==> config.mk <==
export PLATFORM = sky130hd
export DESIGN_NAME = gpio_port
export DESIGN_NICKNAME = d
export VERILOG_FILES = /design/src/rtl/gpio_port_pkg.sv /design/src/rtl/gpio_sync.sv /design/src/rtl/gpio_port.sv
export SDC_FILE = /design/constraint.sdc
export NUM_CORES = 1
export LEC_CHECK = 0
export BUFFER_PORTS_ARGS = -buffer_cell sky130_fd_sc_hd__buf_4
export CAP_MARGIN = 20
export CORE_MARGIN = 5
export CORE_UTILIZATION = 55
export CTS_CLUSTER_SIZE = 16
export DETAILED_ROUTE_END_ITERATION = 8
export PLACE_DENSITY = 0.89
export SETUP_SLACK_MARGIN = 0.3
export SLEW_MARGIN = 10
export SYNTH_ARGS = -nofsm -noshare
export SYNTH_HDL_FRONTEND = slang
export SYNTH_HIERARCHICAL = 1
export SYNTH_SLANG_ARGS = --single-unit
==> constraint.sdc <==
create_clock -name clk -period 2.65 [get_ports clk]
set_input_delay 0.3975 -clock clk [delete_from_list [all_inputs] [get_ports clk]]
set_output_delay 0.3975 -clock clk [all_outputs]
set_load 0.02 [all_outputs]
==> src/rtl/gpio_port_pkg.sv <==
// Shared constants for the GPIO port: APB word indices and bus width.
package gpio_port_pkg;

  localparam int BUS_W = 32;

  localparam logic [2:0] IDX_DOUT     = 3'd0;
  localparam logic [2:0] IDX_DIR      = 3'd1;
  localparam logic [2:0] IDX_DIN      = 3'd2;
  localparam logic [2:0] IDX_ALTEN    = 3'd3;
  localparam logic [2:0] IDX_RISE_EN  = 3'd4;
  localparam logic [2:0] IDX_FALL_EN  = 3'd5;
  localparam logic [2:0] IDX_ISTAT    = 3'd6;
  localparam logic [2:0] IDX_UNMAPPED = 3'd7;

endpackage

==> src/rtl/gpio_sync.sv <==
// Reset-cleared multi-flop synchronizer for the raw pad inputs.
module gpio_sync #(
  parameter int WIDTH       = 8,
  parameter int SYNC_STAGES = 2
) (
  input  logic             clk,
  input  logic             rst,
  input  logic [WIDTH-1:0] i_async,
  output logic [WIDTH-1:0] o_sync
);

  // Stage 0 samples the pad; the highest stage is the metastability-safe output.
  logic [SYNC_STAGES-1:0][WIDTH-1:0] r_stage;

  always_ff @(posedge clk or posedge rst) begin
    if (rst) r_stage <= '0;
    else     r_stage <= {r_stage[SYNC_STAGES-2:0], i_async};
  end

  assign o_sync = r_stage[SYNC_STAGES-1];

endmodule

==> src/rtl/gpio_port.sv <==
// APB GPIO port: output/direction registers, alternate-function muxing,
// synchronized inputs and edge interrupts with a post-reset arm window.
module gpio_port
  import gpio_port_pkg::*;
#(
  parameter int WIDTH       = 8,
  parameter int SYNC_STAGES = 2
) (
  input  logic             clk,
  input  logic             rst,
  input  logic             psel,
  input  logic             penable,
  input  logic             pwrite,
  input  logic [4:0]       paddr,
  input  logic [BUS_W-1:0] pwdata,
  output logic [BUS_W-1:0] prdata,
  output logic             pready,
  output logic             pslverr,
  input  logic [WIDTH-1:0] pin_in,
  output logic [WIDTH-1:0] pin_out,
  output logic [WIDTH-1:0] pin_oe,
  input  logic [WIDTH-1:0] alt_out,
  input  logic [WIDTH-1:0] alt_oe,
  output logic [WIDTH-1:0] alt_in,
  output logic             irq
);

  localparam logic [2:0] ARM_DONE = 3'(SYNC_STAGES + 1);

  logic [WIDTH-1:0] r_dout, r_dir, r_alten, r_rise_en, r_fall_en, r_istat, r_sync_d;
  logic             r_irq;
  logic [2:0]       r_arm;

  logic [WIDTH-1:0] w_sync, w_wdata, w_rise, w_fall, w_set, w_clr, w_rsel;
  logic             w_wr, w_rd, w_armed, w_unused_bits;
  logic [2:0]       w_idx;

  gpio_sync #(.WIDTH(WIDTH), .SYNC_STAGES(SYNC_STAGES)) u_sync (
    .clk     (clk),
    .rst     (rst),
    .i_async (pin_in),
    .o_sync  (w_sync)
  );

  assign w_idx         = paddr[4:2];
  assign w_wr          = psel & penable & pwrite;
  assign w_rd          = psel & penable & ~pwrite;
  assign w_wdata       = pwdata[WIDTH-1:0];
  assign w_unused_bits = ^{paddr[1:0], pwdata};

  // Edges are ignored until the synchronizer and delay flops have refilled after reset.
  assign w_armed = (r_arm == ARM_DONE);
  assign w_rise  = w_sync & ~r_sync_d;
  assign w_fall  = ~w_sync & r_sync_d;
  assign w_set   = w_armed ? ((w_rise & r_rise_en) | (w_fall & r_fall_en)) : '0;
  assign w_clr   = (w_wr && w_idx == IDX_ISTAT) ? w_wdata : '0;

  always_ff @(posedge clk or posedge rst) begin
    if (rst) begin
      r_dout    <= '0;
      r_dir     <= '0;
      r_alten   <= '0;
      r_rise_en <= '0;
      r_fall_en <= '0;
      r_istat   <= '0;
      r_sync_d  <= '0;
      r_irq     <= 1'b0;
      r_arm     <= '0;
    end else begin
      if (w_wr) begin
        case (w_idx)
          IDX_DOUT:    r_dout    <= w_wdata;
          IDX_DIR:     r_dir     <= w_wdata;
          IDX_ALTEN:   r_alten   <= w_wdata;
          IDX_RISE_EN: r_rise_en <= w_wdata;
          IDX_FALL_EN: r_fall_en <= w_wdata;
          default: ;
        endcase
      end
      // A new edge outranks a same-cycle W1C of that bit.
      r_istat  <= (r_istat & ~w_clr) | w_set;
      r_irq    <= |r_istat;
      r_sync_d <= w_sync;
      if (!w_armed) r_arm <= r_arm + 3'd1;
    end
  end

  always_comb begin
    w_rsel = '0;
    case (w_idx)
      IDX_DOUT:    w_rsel = r_dout;
      IDX_DIR:     w_rsel = r_dir;
      IDX_DIN:     w_rsel = w_sync;
      IDX_ALTEN:   w_rsel = r_alten;
      IDX_RISE_EN: w_rsel = r_rise_en;
      IDX_FALL_EN: w_rsel = r_fall_en;
      IDX_ISTAT:   w_rsel = r_istat;
      default:     w_rsel = '0;
    endcase
    prdata = '0;
    if (w_rd && !rst) prdata[WIDTH-1:0] = w_rsel;
  end

  assign pready  = 1'b1;
  assign pslverr = psel & penable & ~rst & (w_idx == IDX_UNMAPPED);
  assign pin_out = (r_alten & alt_out) | (~r_alten & r_dout);
  assign pin_oe  = (r_alten & alt_oe) | (~r_alten & r_dir);
  assign alt_in  = w_sync;
  assign irq     = r_irq;

endmodule

Word-level counts from Yosys, hierarchy flattened
Cells that the tools add are included.

operators by class
  reductions and logical operators = 10
  multiply operators = 0
  $add $sub $neg = 1
  shift operators = 0
  bitwise logic cells = 24
  equal/unequal tests = 8
  $lt $le $gt $ge = 0
  mux-type cells = 4
  div/mod/pow operators = 0

operators by type and width
  cell                                                             number
  8-bit AND                                                        9
  8-bit one-hot mux with 7 select lines                            1
  8-bit inverter                                                   4
  8-bit bitwise OR                                                 4
  8-bit 2-to-1 mux                                                 3
  3-bit == test, second input constant                             4
  2-bit AND reduction                                              5
  3-bit by 2-bit == test with 1-bit output, second input constant  3
  8-bit OR reduction                                               1
  1-bit AND                                                        5
  3-bit by 1-bit adder with 3-bit output, second input constant    1
  3-bit by 1-bit == test with 1-bit output, second input constant  1
  3-bit zero test                                                  1
  1-bit logical AND                                                2
  1-bit inverter                                                   2
  1-bit zero test                                                  1

word-level totals
  bits in writable memories = 0
  register bits = 76
  input bits = 66
  bits in latches = 0
  output and inout bits = 59
  ROM bits = 0
  logic and storage cells = 58
  memories = 0

Logic depth before layout (Yosys ltp)
  depth in word-level cells = 7
  depth in mapped cells = 5
  gate-level depth less buffers = 3

By module
The synthesis kept the hierarchy.

by module, submodules not included
  module     sequential area each (um^2)  area an instance (um^2)  instances  cells an instance
  gpio_port  1,501.4                      3,316.9                  1          263
  gpio_sync  400.4                        464.2                    1          25

Worst setup path after synthesis
OpenSTA, ideal clock, no wires.

  kind = input to output
  start = in paddr[3]
  end = out pslverr
  data required time = 2.253 ns
  setup slack = 0.648 ns
  arrival = 1.604 ns
  stages = 3
  path buffers = 2
  path through = buf_2 -> buf_1 -> nor4b_1

between the ends
  cells in the longest elaborated chain, start to end = 2

ends and longest elaborated chain
  item           line              RTL
  from (decl)    gpio_port.sv:14   input logic [4:0] paddr,
  3-bit == test  gpio_port.sv:105  assign pslverr = psel & penable & ~rst & (w_idx == IDX_UNMAPPED);
  1-bit AND      gpio_port.sv:105
  to (decl)      gpio_port.sv:18   output logic pslverr,

Every way passes these cells.

Worst setup path in the final report
  start = in paddr[4]
  end = out prdata[5]

between the ends
  cells in the longest elaborated chain, start to end = 3
  elaborated cells on any way between the ends = 9
  those cells by class = eq/ne (6); mux (2); reduce/logical (1)

ends and longest elaborated chain
  item                                       line              RTL
  3-bit == test (tied with other cells)      gpio_port.sv:90   case (w_idx)
  8-bit one-hot mux with 7 select lines (*)  gpio_port.sv:90
  8-bit 2-to-1 mux (*)                       gpio_port.sv:101  if (w_rd && !rst) prdata[WIDTH-1:0] = w_rsel;
  to (decl)                                  gpio_port.sv:16   output logic [BUS_W-1:0] prdata,

Every way passes the cells marked *; elsewhere a longest branch is shown, timed or not.

==> key figures <==
Detailed routing
  • Via-to-Cell Ratio: around 5.8
  • DRC violations left: 0
  • Vias: between 2000 and 3000
  • Routed wire length: 8140 µm
  • Pre-Repair DR Iteration Count: 4
  • Post-DRT Antenna Nets: 0
  • Drt first-iter violations: 128
  • WL/cell: around 19 µm

Synth
  • Top FF cell, synth: dfrtp_1
  • Synthesized area: roughly 0.0038 mm²
  • Avg Inst Size Synth: approximately 13 µm²
  • EDFF count, synth: 0
  • Yosys cell types: 38
  • Top cells by area, synth: dfrtp_1 (50%), mux2_2 (14%), buf_4 (6.9%)
  • Post-synth ARST share: 1.00
  • Post-synth top area share: 0.503
  • Synth Warn #: 6
  • Syn Inst Count: ~290
  • Yosys reg bits: 76
  • Register area share after synthesis: 0.503
  • Area leader, netlist: dfrtp_1

STA
  • Fin crit share: 0.787
  • Final Hold Fails: 0
  • TNS Setup: 0 ns
  • Unrepaired setup endpoints after global routing: false
  • Slew headroom: 0.488
  • Max frequency: 0.479 GHz
  • Minimum clock period: 2.09 ns
  • Least-Margin Pin Slew: between 0.7 and 0.8 ns
  • Max Transition Viols Final: 0
  • Clk_skew: 0.00756 ns
  • # setup viols final: 0

Power and ir drop
  • Sequential power share: 0.501
  • PwrDens: 659 mW/mm²
  • Clock share of power: 0.262
  • Internal: approximately 2.0 mW
  • Gate power share: 0.236
  • Power, Total: roughly 2.9 mW
  • Leakage power: between 2 and 2.5 nW
  • Worst vdd ir: about 400 µV
  • Sw Ratio: 0.292
  • Switching Power: around 0.85 mW

Layout
  • Synth-to-Final Area Change: 16.2%
  • Multi-input logic area: approximately 0.0016 mm²
  • # diodes: 0
  • Layout filler cell count: roughly 500
  • Nets: 422
  • Sequential Area: roughly 0.0019 mm²
  • Layout cells sized above 1: 0.450

Clock network
  • Post-CTS Setup Repair Bufs: 0
  • Num CTS Buffers: 9
  • CTS tree: yes
  • Clock root buffer: clkbuf_8
  • Clk_lat worst skew: 0.34 ns
  • # clock sinks: 76
  • Post-CTS sizing: 0
  • Worst-path clk slew: around 0.08 ns
  • # hold bufs at CTS: 0
  • Clock Path Buffers: 2
  • H-tree Lvls: 3

Job
  • Max Cap Viol: 0

Die
  • Die H: between 90 and 100 µm
  • Core box area: around 0.0068 mm²
  • Starting Density: 0.560
  • Ports: between 100 and 150
  • Row count: 30
  • Die W: slightly above 90 µm
  • Die Area: 0.00863 mm²

GRT
  • Total Routing Usage GR: 0.197
  • Largest net degree at the start of global routing: 43
  • Vias in the first global route: about 2600
  • Initial antenna violation count: 0
  • First-pass GRT wire length: around 13000 µm
  • Grt total ovfl: 0

Setup path
  • Slowest stage delay, CP: just over 0.3 ns
  • Most used cell, CP: buf_4
  • Worst Path Max Fanout: 24
  • Cell breakdown of the critical path: buf_4 -> nor2b_1 -> buf_4 -> a2bb2oi_1 -> a211oi_1 -> buf_4
  • Critical-path top delay cell: a211oi_1
  • Startpoint types: input port
  • Worst EP required: between 2 and 2.5 ns
  • Worst Setup End Kind: output port
  • CP Class: in -> out
  • WP data arrival: approximately 1.7 ns

Place
  • Hpwl dp: roughly 5700 µm
  • GP Congestion: around 0.82
  • PortBufs: 73

Status
  • Status: finished, final reports clean

Hold path
  • Hold Crit Class: in -> async
-- critical path: cells and delay by family --
| kind | cells | cell delay (ns) |
|---|---|---|
| compound gates | 2 | 0.38 |
| simple gates | 1 | 0.21 |
| buf+inv | 3 | 0.69 |
-- path summary, 6_finish.rpt --
| kind | start | to | slack, ns | depth (start not counted) |
|---|---|---|---|---|
| min in group clk | pin_in[3] | u_sync/r_stage[3] | 0.16 | 1 |
| max | paddr[4] | prdata[5] | 0.56 | 6 |
| max in group asynchronous | rst | u_sync/r_stage[6] | 1.94 | 2 |
| min | rst | r_alten[7] | 0.07 | 2 |
| min reg2reg | u_sync/r_stage[6] | u_sync/o_sync[6] | 0.35 | 0 |
| max reg2reg | r_arm[0] | r_arm[1] | 1.12 | 3 |
-- flip-flops by register name (all words and copies together) (netlist names) --
signal	count
irq	1
r_alten	8
r_arm	3
r_dir	8
r_dout	8
r_fall_en	8
r_istat	8
r_rise_en	8
r_sync_d	8
u_sync/o_sync	8
u_sync/r_stage	8
-- cells in the mapped netlist, types with 5 or more instances --
library cell  instances
o21ai_0               8
a211oi_1              6
nand3_1               9
dfrtp_1              76
buf_4                35
mux2_2               48
mux2i_1              10
nand2_1              11
mux4_2                7
nor2_1                7
buf_2                 5
nand3b_1              9
mux2_4                8
a2bb2oi_1             6
a22o_1                8
-- through the flow --
stage          worst slack, ns  std cells  instance area, µm²  hold slack [ns]  utilization
5_1_grt                  0.438        438                4400            0.101        0.651
6_report                 0.564        438                4400           0.0731        0.651
4_1_cts                  0.584        438                4400           0.0789        0.651
2_1_floorplan            0.648        311                3870            0.311            -
3_5_place_dp             0.591        423                4230            0.335        0.626
3_3_place_gp             0.562        423                4230            0.332        0.626
-- kinds of logic (layout without fill, tap and decap cells) --
logic type,Yosys count,count (layout),synth area share
mux,74,74,0.246
other cells,2,25,0.00199
fa+ha+maj,2,2,0.00662
simple gates,51,51,0.0827
xor+xnor,1,1,0.00232
buf+inv,50,97,0.0940
compound gates,32,32,0.0635
flops,76,76,0.503
-- cells in the final DEF (no fill, tap or decap), drive strengths merged --
cell / instances
o211a: 1
a2bb2oi: 6
nor3: 1
xnor2: 1
mux2: 57
a21oi: 1
or3: 3
nor4b: 1
mux4: 7
nand3: 9
nand4b: 2
nor4: 2
and4: 1
a22o: 8
ha: 2
buf: 79
nand3b: 9
and3b: 1
clkbuf: 10
nor2: 8
mux2i: 10
nand2: 11
a211o: 1
a211oi: 6
nor3b: 1
o21ai: 8
clkinv: 5
nor2b: 2
inv: 3
conb: 25
dfrtp: 76
a41oi: 1
-- power groups by stage --
stage	clock (mW)	sequential (mW)	combinational (mW)
after floorplan	0	1.42	0.520
after global placement	0	1.46	0.667
after detailed placement	0	1.47	0.688
after CTS	0.772	1.45	0.691
after global routing	0.831	1.47	0.737
final	0.760	1.45	0.685
-- layer usage --
layer / share of wire / wire length (µm) / vias to the layer above / track usage
met5: 0 / 0 / - / 0
met4: 0.029 / 234 / 0 / 0.106
met3: 0.080 / 653 / 24 / 0.0471
met2: 0.47 / 3840 / 128 / 0.303
met1: 0.42 / 3410 / 1268 / 0.258
li1: - / - / 1123 / -
-- cell type report --
class	instances	share of cell area
inverter	3	0.00256
sequential	76	0.433
tap	80	0.0228
clock buffer	10	0.0313
timing repair buffer	79	0.138
clock inverter	5	0.00655
multi-input combinational	185	0.366
Power figures use the tool's default switching activity.
